### src/rtl/branch_resolve_unit.sv
// Branch/JAL/JALR resolution with a DEPTH-entry FIFO toward the frontend.
// Optional perf counters: define BRANCH_RESOLVE_PERF_CNT_EN.
module branch_resolve_unit #(
  parameter int XLEN      = 64,
  parameter int DEPTH     = 4,
  parameter int CF_TYPE_W = 2
) (
  input  logic                   clk_i,
  input  logic                   rst_i,
  input  logic                   flush_i,
  input  logic                   branch_valid_i,
  output logic                   branch_ready_o,
  input  logic [1:0]             op_i,
  input  logic [XLEN-1:0]        operand_a_i,
  input  logic [XLEN-1:0]        imm_i,
  input  logic [XLEN-1:0]        pc_i,
  input  logic                   is_compressed_i,
  input  logic                   comp_res_i,
  input  logic                   pred_taken_i,
  input  logic [XLEN-1:0]        pred_addr_i,
  input  logic [CF_TYPE_W-1:0]   pred_cf_type_i,
  output logic [XLEN-1:0]        result_o,
  output logic                   exception_valid_o,
  output logic [XLEN-1:0]        exception_tval_o,
  output logic                   res_valid_o,
  input  logic                   res_ready_i,
  output logic [XLEN-1:0]        res_pc_o,
  output logic [XLEN-1:0]        res_target_o,
  output logic                   res_taken_o,
  output logic                   res_mispredict_o,
  output logic [CF_TYPE_W-1:0]   res_cf_type_o,
  output logic [$clog2(DEPTH):0] occupancy_o
`ifdef BRANCH_RESOLVE_PERF_CNT_EN
  ,
  output logic [31:0]            perf_branches_o,
  output logic [31:0]            perf_mispredicts_o
`endif
);

  localparam int AW = $clog2(DEPTH);
  localparam int PW = AW + 1;

  localparam logic [1:0] OP_JALR = 2'b01;
  localparam logic [1:0] OP_JAL  = 2'b10;

  logic            is_jalr;
  logic            is_jump;
  logic [XLEN-1:0] base;
  logic [XLEN-1:0] tgt_raw;
  logic [XLEN-1:0] tgt;
  logic [XLEN-1:0] next_pc;
  logic            taken;
  logic            mispredict;
  logic [XLEN-1:0] res_target;

  // Resolve the presented operation combinationally.
  always_comb begin
    is_jalr = (op_i == OP_JALR);
    is_jump = is_jalr | (op_i == OP_JAL);
    base    = is_jalr ? operand_a_i : pc_i;
    tgt_raw = base + imm_i;
    tgt     = {tgt_raw[XLEN-1:1], tgt_raw[0] & ~is_jalr};
    next_pc = pc_i + (is_compressed_i ? XLEN'(2) : XLEN'(4));
    taken   = is_jump | comp_res_i;
    if (is_jump)
      mispredict = ~pred_taken_i | (tgt != pred_addr_i);
    else
      mispredict = (taken != pred_taken_i);
    res_target = taken ? tgt : next_pc;
  end

  assign result_o          = next_pc;
  assign exception_valid_o = branch_valid_i & taken & tgt[0];
  assign exception_tval_o  = pc_i;

  logic [PW-1:0] wr_ptr_q, wr_ptr_d;
  logic [PW-1:0] rd_ptr_q, rd_ptr_d;
  logic [PW-1:0] occ;
  logic          empty;
  logic          enq;
  logic          deq;

  logic [XLEN-1:0]      pc_mem  [DEPTH];
  logic [XLEN-1:0]      tgt_mem [DEPTH];
  logic                 tkn_mem [DEPTH];
  logic                 mis_mem [DEPTH];
  logic [CF_TYPE_W-1:0] cf_mem  [DEPTH];

  assign occ            = wr_ptr_q - rd_ptr_q;
  assign empty          = (occ == '0);
  assign branch_ready_o = (occ != PW'(DEPTH));
  assign res_valid_o    = ~empty;
  assign occupancy_o    = occ;
  assign enq            = branch_valid_i & branch_ready_o & ~flush_i;
  assign deq            = res_valid_o & res_ready_i;

  // Pointer update; flush wins over any same-cycle enqueue or dequeue.
  always_comb begin
    wr_ptr_d = wr_ptr_q;
    rd_ptr_d = rd_ptr_q;
    if (flush_i) begin
      wr_ptr_d = '0;
      rd_ptr_d = '0;
    end else begin
      if (enq) wr_ptr_d = wr_ptr_q + PW'(1);
      if (deq) rd_ptr_d = rd_ptr_q + PW'(1);
    end
  end

  // Pointer registers.
  always_ff @(posedge clk_i or posedge rst_i) begin
    if (rst_i) begin
      wr_ptr_q <= '0;
      rd_ptr_q <= '0;
    end else begin
      wr_ptr_q <= wr_ptr_d;
      rd_ptr_q <= rd_ptr_d;
    end
  end

  // Queue storage; contents are don't-care until written.
  always_ff @(posedge clk_i) begin
    if (enq) begin
      pc_mem[wr_ptr_q[AW-1:0]]  <= pc_i;
      tgt_mem[wr_ptr_q[AW-1:0]] <= res_target;
      tkn_mem[wr_ptr_q[AW-1:0]] <= taken;
      mis_mem[wr_ptr_q[AW-1:0]] <= mispredict;
      cf_mem[wr_ptr_q[AW-1:0]]  <= pred_cf_type_i;
    end
  end

  // Head view, forced to zero while empty so stale storage never leaks.
  always_comb begin
    res_pc_o         = '0;
    res_target_o     = '0;
    res_taken_o      = 1'b0;
    res_mispredict_o = 1'b0;
    res_cf_type_o    = '0;
    if (!empty) begin
      res_pc_o         = pc_mem[rd_ptr_q[AW-1:0]];
      res_target_o     = tgt_mem[rd_ptr_q[AW-1:0]];
      res_taken_o      = tkn_mem[rd_ptr_q[AW-1:0]];
      res_mispredict_o = mis_mem[rd_ptr_q[AW-1:0]];
      res_cf_type_o    = cf_mem[rd_ptr_q[AW-1:0]];
    end
  end

`ifdef BRANCH_RESOLVE_PERF_CNT_EN
  logic [31:0] perf_br_q, perf_br_d;
  logic [31:0] perf_mis_q, perf_mis_d;

  // Saturating event counters; flush does not clear them.
  always_comb begin
    perf_br_d  = perf_br_q;
    perf_mis_d = perf_mis_q;
    if (enq && perf_br_q != 32'hFFFF_FFFF)
      perf_br_d = perf_br_q + 32'd1;
    if (enq && mispredict && perf_mis_q != 32'hFFFF_FFFF)
      perf_mis_d = perf_mis_q + 32'd1;
  end

  // Counter registers.
  always_ff @(posedge clk_i or posedge rst_i) begin
    if (rst_i) begin
      perf_br_q  <= '0;
      perf_mis_q <= '0;
    end else begin
      perf_br_q  <= perf_br_d;
      perf_mis_q <= perf_mis_d;
    end
  end

  assign perf_branches_o    = perf_br_q;
  assign perf_mispredicts_o = perf_mis_q;
`endif

endmodule
### config.mk
export PLATFORM = sky130hd
export DESIGN_NAME = branch_resolve_unit
export DESIGN_NICKNAME = d
export VERILOG_FILES = /design/src/rtl/branch_resolve_unit.sv
export SDC_FILE = /design/constraint.sdc
export NUM_CORES = 1
export LEC_CHECK = 0
export BUFFER_PORTS_ARGS = -buffer_cell sky130_fd_sc_hd__buf_4
export CAP_MARGIN = 20
export CORE_ASPECT_RATIO = 0.9
export CORE_MARGIN = 8
export CORE_UTILIZATION = 52
export DETAILED_ROUTE_END_ITERATION = 10
export GPL_TIMING_DRIVEN = 1
export PLACE_DENSITY = 0.81
export SYNTH_ARGS = -nofsm -noshare
export SYNTH_HDL_FRONTEND = slang
export SYNTH_SLANG_ARGS = --single-unit
### constraint.sdc
create_clock -name clk_i -period 5.45 [get_ports clk_i]
set_clock_uncertainty 0.2 [all_clocks]
set_input_delay 0.8175 -clock clk_i [delete_from_list [all_inputs] [get_ports clk_i]]
set_output_delay 0.8175 -clock clk_i [all_outputs]
set_load 0.005 [all_outputs]
==> impl_metrics.csv <==
group,metric,value,unit
floorplan,die_y,244.6,um
timing,finalCritPeriodShare,0.9866,
power,leakage,0.01540,uW
timing,hold_viol_final,0,
clock_network,cts-root-buf,"clkbuf_16",
critical_path,critPathLaunchType,"input pin",
floorplan,num_rows,83,
floorplan,start_util,0.5274,
final_layout,layout_common_cells,"buf_4 (1004), edfxtp_1 (528), nand2_1 (182)",
clock_network,clock_sinks,534,
floorplan,dieArea,66020,sq um
global_routing,grt_pass1_vias,24933,
synthesis,synth_seq_cells,534,
critical_path,crit_family,"simple AND/OR/NAND/NOR gates",
timing,setup_violations,0,
global_routing,grt_overflow,0,
final_layout,area_delta_synth_final,32.50,%
final_layout,layout_commonest_cell,"buf_4",
synthesis,synth_edf_count,528,
clock_network,insertion_delay,600,ps
critical_path,critPathBufInv,5,
run_status,status,"finished, final reports clean",
synthesis,synth_area,30180,sq um
final_layout,layout-drive-gt1-share,0.4316,
power,ir_worst_vdd,0.3661,mV
synthesis,yosys_warnings,0,
clock_network,htreeDepth,2,
synthesis,synth_nets,2665,
floorplan,io_pins,534,
critical_path,r2r_start,"rd_ptr_q[1]$_DFFE_PP0P_",
flow_run,cap_violations,0,
critical_path,max_stage_delay,470,ps
final_layout,nets,3566,
power,power.density,388.5,nW/um^2
drt,drt-total-wl,109700,um
placement,port_buffers,533,
timing,drv_slew,0,
timing,tightest_slew,869.7,ps
worst_hold_path,min_to,"cf_mem[0][1]$_DFFE_PP_",
worst_hold_path,worstHoldPathType,"input pin to register",
critical_path,cpMostUsedCell,"buf_4",
timing,grt_setup_unrepaired,"false",
global_routing,track_usage,0.3166,
drt,detail-route-antenna-nets,0,
critical_path,worstSetupPathType,"input pin to primary output",
critical_path,reg2reg_slack,1710,ps
drt,drc_errors,0,
global_routing,grt_max_degree,87,
drt,via_per_inst,6.079,
clock_network,cts_buffer_depth,3,
critical_path,required,4430,ps
critical_path,r2r_end,"pc_mem[1][45]$_DFFE_PP_",
drt,drtIter0Drc,2750,
critical_path,path_cells,"buf_4 -> ha_1 -> fa_1 -> nand4_1 -> nor4_2 -> buf_4 -> and2b_1 -> nand2_1 -> nor3_2 -> buf_4 -> nand2_1 -> or3_1 -> nor4_1 -> buf_4 -> xor2_1 -> buf_4",
drt,wl_per_cell,27.21,um
worst_hold_path,whs_path_depth,1,
synthesis,synthDistinctLibCells,104,
synthesis,ys_seq_area_frac,0.5303,
synthesis,syn_avg_cell_area,13.04,sq um
placement,hpwlAfterDp,84220,um
placement,dp_slack,-740.0,ps
critical_path,cp_max_fo,7,
critical_path,cp_slowest_cell,"or3_1",
global_routing,grt_antenna_before_repair,15,
synthesis,ys_async_sr_fraction,0.01124,
final_layout,stdcell_area,39990,sq um
clock_network,cts_tree,"built",
timing,relSlewSlack,0.4202,
critical_path,reg2reg_depth,8,
global_routing,grt_pass1_wl,159400,um
critical_path,end_kind,"primary output",
clock_network,cts_made_buffers,52,
synthesis,syn_inst,2315,
placement,place.gp.congestion,0.9641,
synthesis,synthFlopType,"edfxtp_1",
drt,dr_total_vias,24504,
critical_path,cp_data_arrival_time,4360,ps
timing,clock.fmax,186.0,MHz
floorplan,die_w,269.9,um
timing,worst_slack,73.16,ps
placement,place_area,38000,sq um
clock_network,clk_pin_slew,60,ps
floorplan,fp.coreArea,57220,sq um
worst_hold_path,hold_start,"pred_cf_type_i[1]",
drt,firstDrtPassIters,6,
timing,fin_crit,5377,ps
-- worst max-delay path by stage --
stage	from	cells past startpoint	endpoint	slack [ps]
after global routing	op_i[1]	22	mis_mem[0]$_DFFE_PP_	4
final	pc_i[1]	16	result_o[63]	70
after CTS	op_i[1]	23	mis_mem[0]$_DFFE_PP_	8
after detailed placement	op_i[1]	20	mis_mem[2]$_DFFE_PP_	-740
after floorplan	op_i[1]	20	mis_mem[0]$_DFFE_PP_	20
after global placement	op_i[1]	20	mis_mem[0]$_DFFE_PP_	-650
-- final cells by class --
type	instances	area (sq um)
Sequential cell	534	16010
Antenna cell	11	27.53
Clock inverter	26	202.7
Inverter	20	75.07
Timing Repair Buffer	1027	7954
Tap cell	765	957.2
Fill cell	3921	17230
Clock buffer	67	1358
Multi-Input combinational cell	1581	13400
-- Yosys cell counts, drive strengths merged (7+ instances only) --
| cell | instances | share of area |
|---|---|---|
| nor2 | 138 | 0.017 |
| nand3 | 58 | 0.0096 |
| xnor2 | 97 | 0.028 |
| a31oi | 11 | 0.0025 |
| xnor3 | 9 | 0.0070 |
| xor2 | 77 | 0.022 |
| o2111ai | 9 | 0.0026 |
| nand2 | 186 | 0.023 |
| or2 | 7 | 0.0015 |
| nand4 | 53 | 0.011 |
| and4 | 15 | 0.0045 |
| a2111oi | 8 | 0.0042 |
| clkbuf | 80 | 0.010 |
| inv | 20 | 0.0025 |
| o21bai | 13 | 0.0032 |
| o21a | 18 | 0.0047 |
| a21o | 24 | 0.0060 |
| a21oi | 117 | 0.021 |
| a211oi | 12 | 0.0036 |
| nor2b | 12 | 0.0025 |
| mux4 | 132 | 0.099 |
| and3 | 18 | 0.0037 |
| or3 | 12 | 0.0025 |
| o21ai | 87 | 0.015 |
| and2 | 149 | 0.031 |
| mux2i | 9 | 0.0030 |
| nor3 | 32 | 0.0056 |
| buf | 99 | 0.023 |
| nor3b | 8 | 0.0020 |
| nand3b | 9 | 0.0022 |
| nand2b | 8 | 0.0017 |
| edfxtp | 528 | 0.53 |
| mux2 | 67 | 0.025 |
| nor4 | 15 | 0.0036 |
| o31ai | 9 | 0.0027 |
| ha | 79 | 0.033 |
-- per-layer routing --
layer / GRT usage / share of wire / wire [um] / up-vias
met5: 0 / 0.00047 / 52 / -
li1: - / - / - / 10621
met3: 0.06156 / 0.086 / 9478 / 218
met4: 0.1024 / 0.033 / 3596 / 8
met1: 0.4237 / 0.40 / 44010 / 12234
met2: 0.5199 / 0.48 / 52560 / 1423
-- registers in the layout, summed over array words and instances (netlist names) --
register	flops
mis_mem	4
tkn_mem	4
rd_ptr_q	3
cf_mem	8
pc_mem	256
tgt_mem	256
wr_ptr_q	3
-- cells by family (layout without fill, tap and decap cells) --
family	Yosys count	count (layout)	share of synthesized area
compound gates	365	365	0.08254
xor+xnor	187	187	0.06078
fa+ha+maj	82	82	0.03474
buf+inv	200	1140	0.03715
flops	534	534	0.5303
mux	208	208	0.1265
other cells	0	11	0
simple gates	739	739	0.1280
-- power breakdown --
part | switching (uW) | total, uW | leakage [uW] | internal (uW)
Combinational | 3520 | 6990 | 0.00977 | 3470
Sequential | 127 | 5190 | 0.00487 | 5060
Clock | 1510 | 3360 | 0.000762 | 1850
-- stage by stage --
stage                     power, uW  std cells  TNS, ps  hold WS, ps    util
after floorplan                8528       2315        0        324.9       -
after global placement        11990       3919    -2600        344.5  0.6641
after detailed placement      12120       3919    -3168        352.0  0.6641
after CTS                     15500       4014        0        193.5  0.6918
after global routing          16150       4028        0        204.8  0.6987
final                         15540       4031        0        210.8  0.6989
-- what timing repair did --
action / 4_1_cts / 5_1_grt
hold buffers: 1 / 0
endpoints found under the hold margin: 6 / 0
pin swaps: 2 / 11
setup buffers: 1 / 4
endpoints found under the setup margin: 5 / 4
cloned: 0 / 3
resized for setup: 2 / 64
Power figures use the tool's default switching activity.
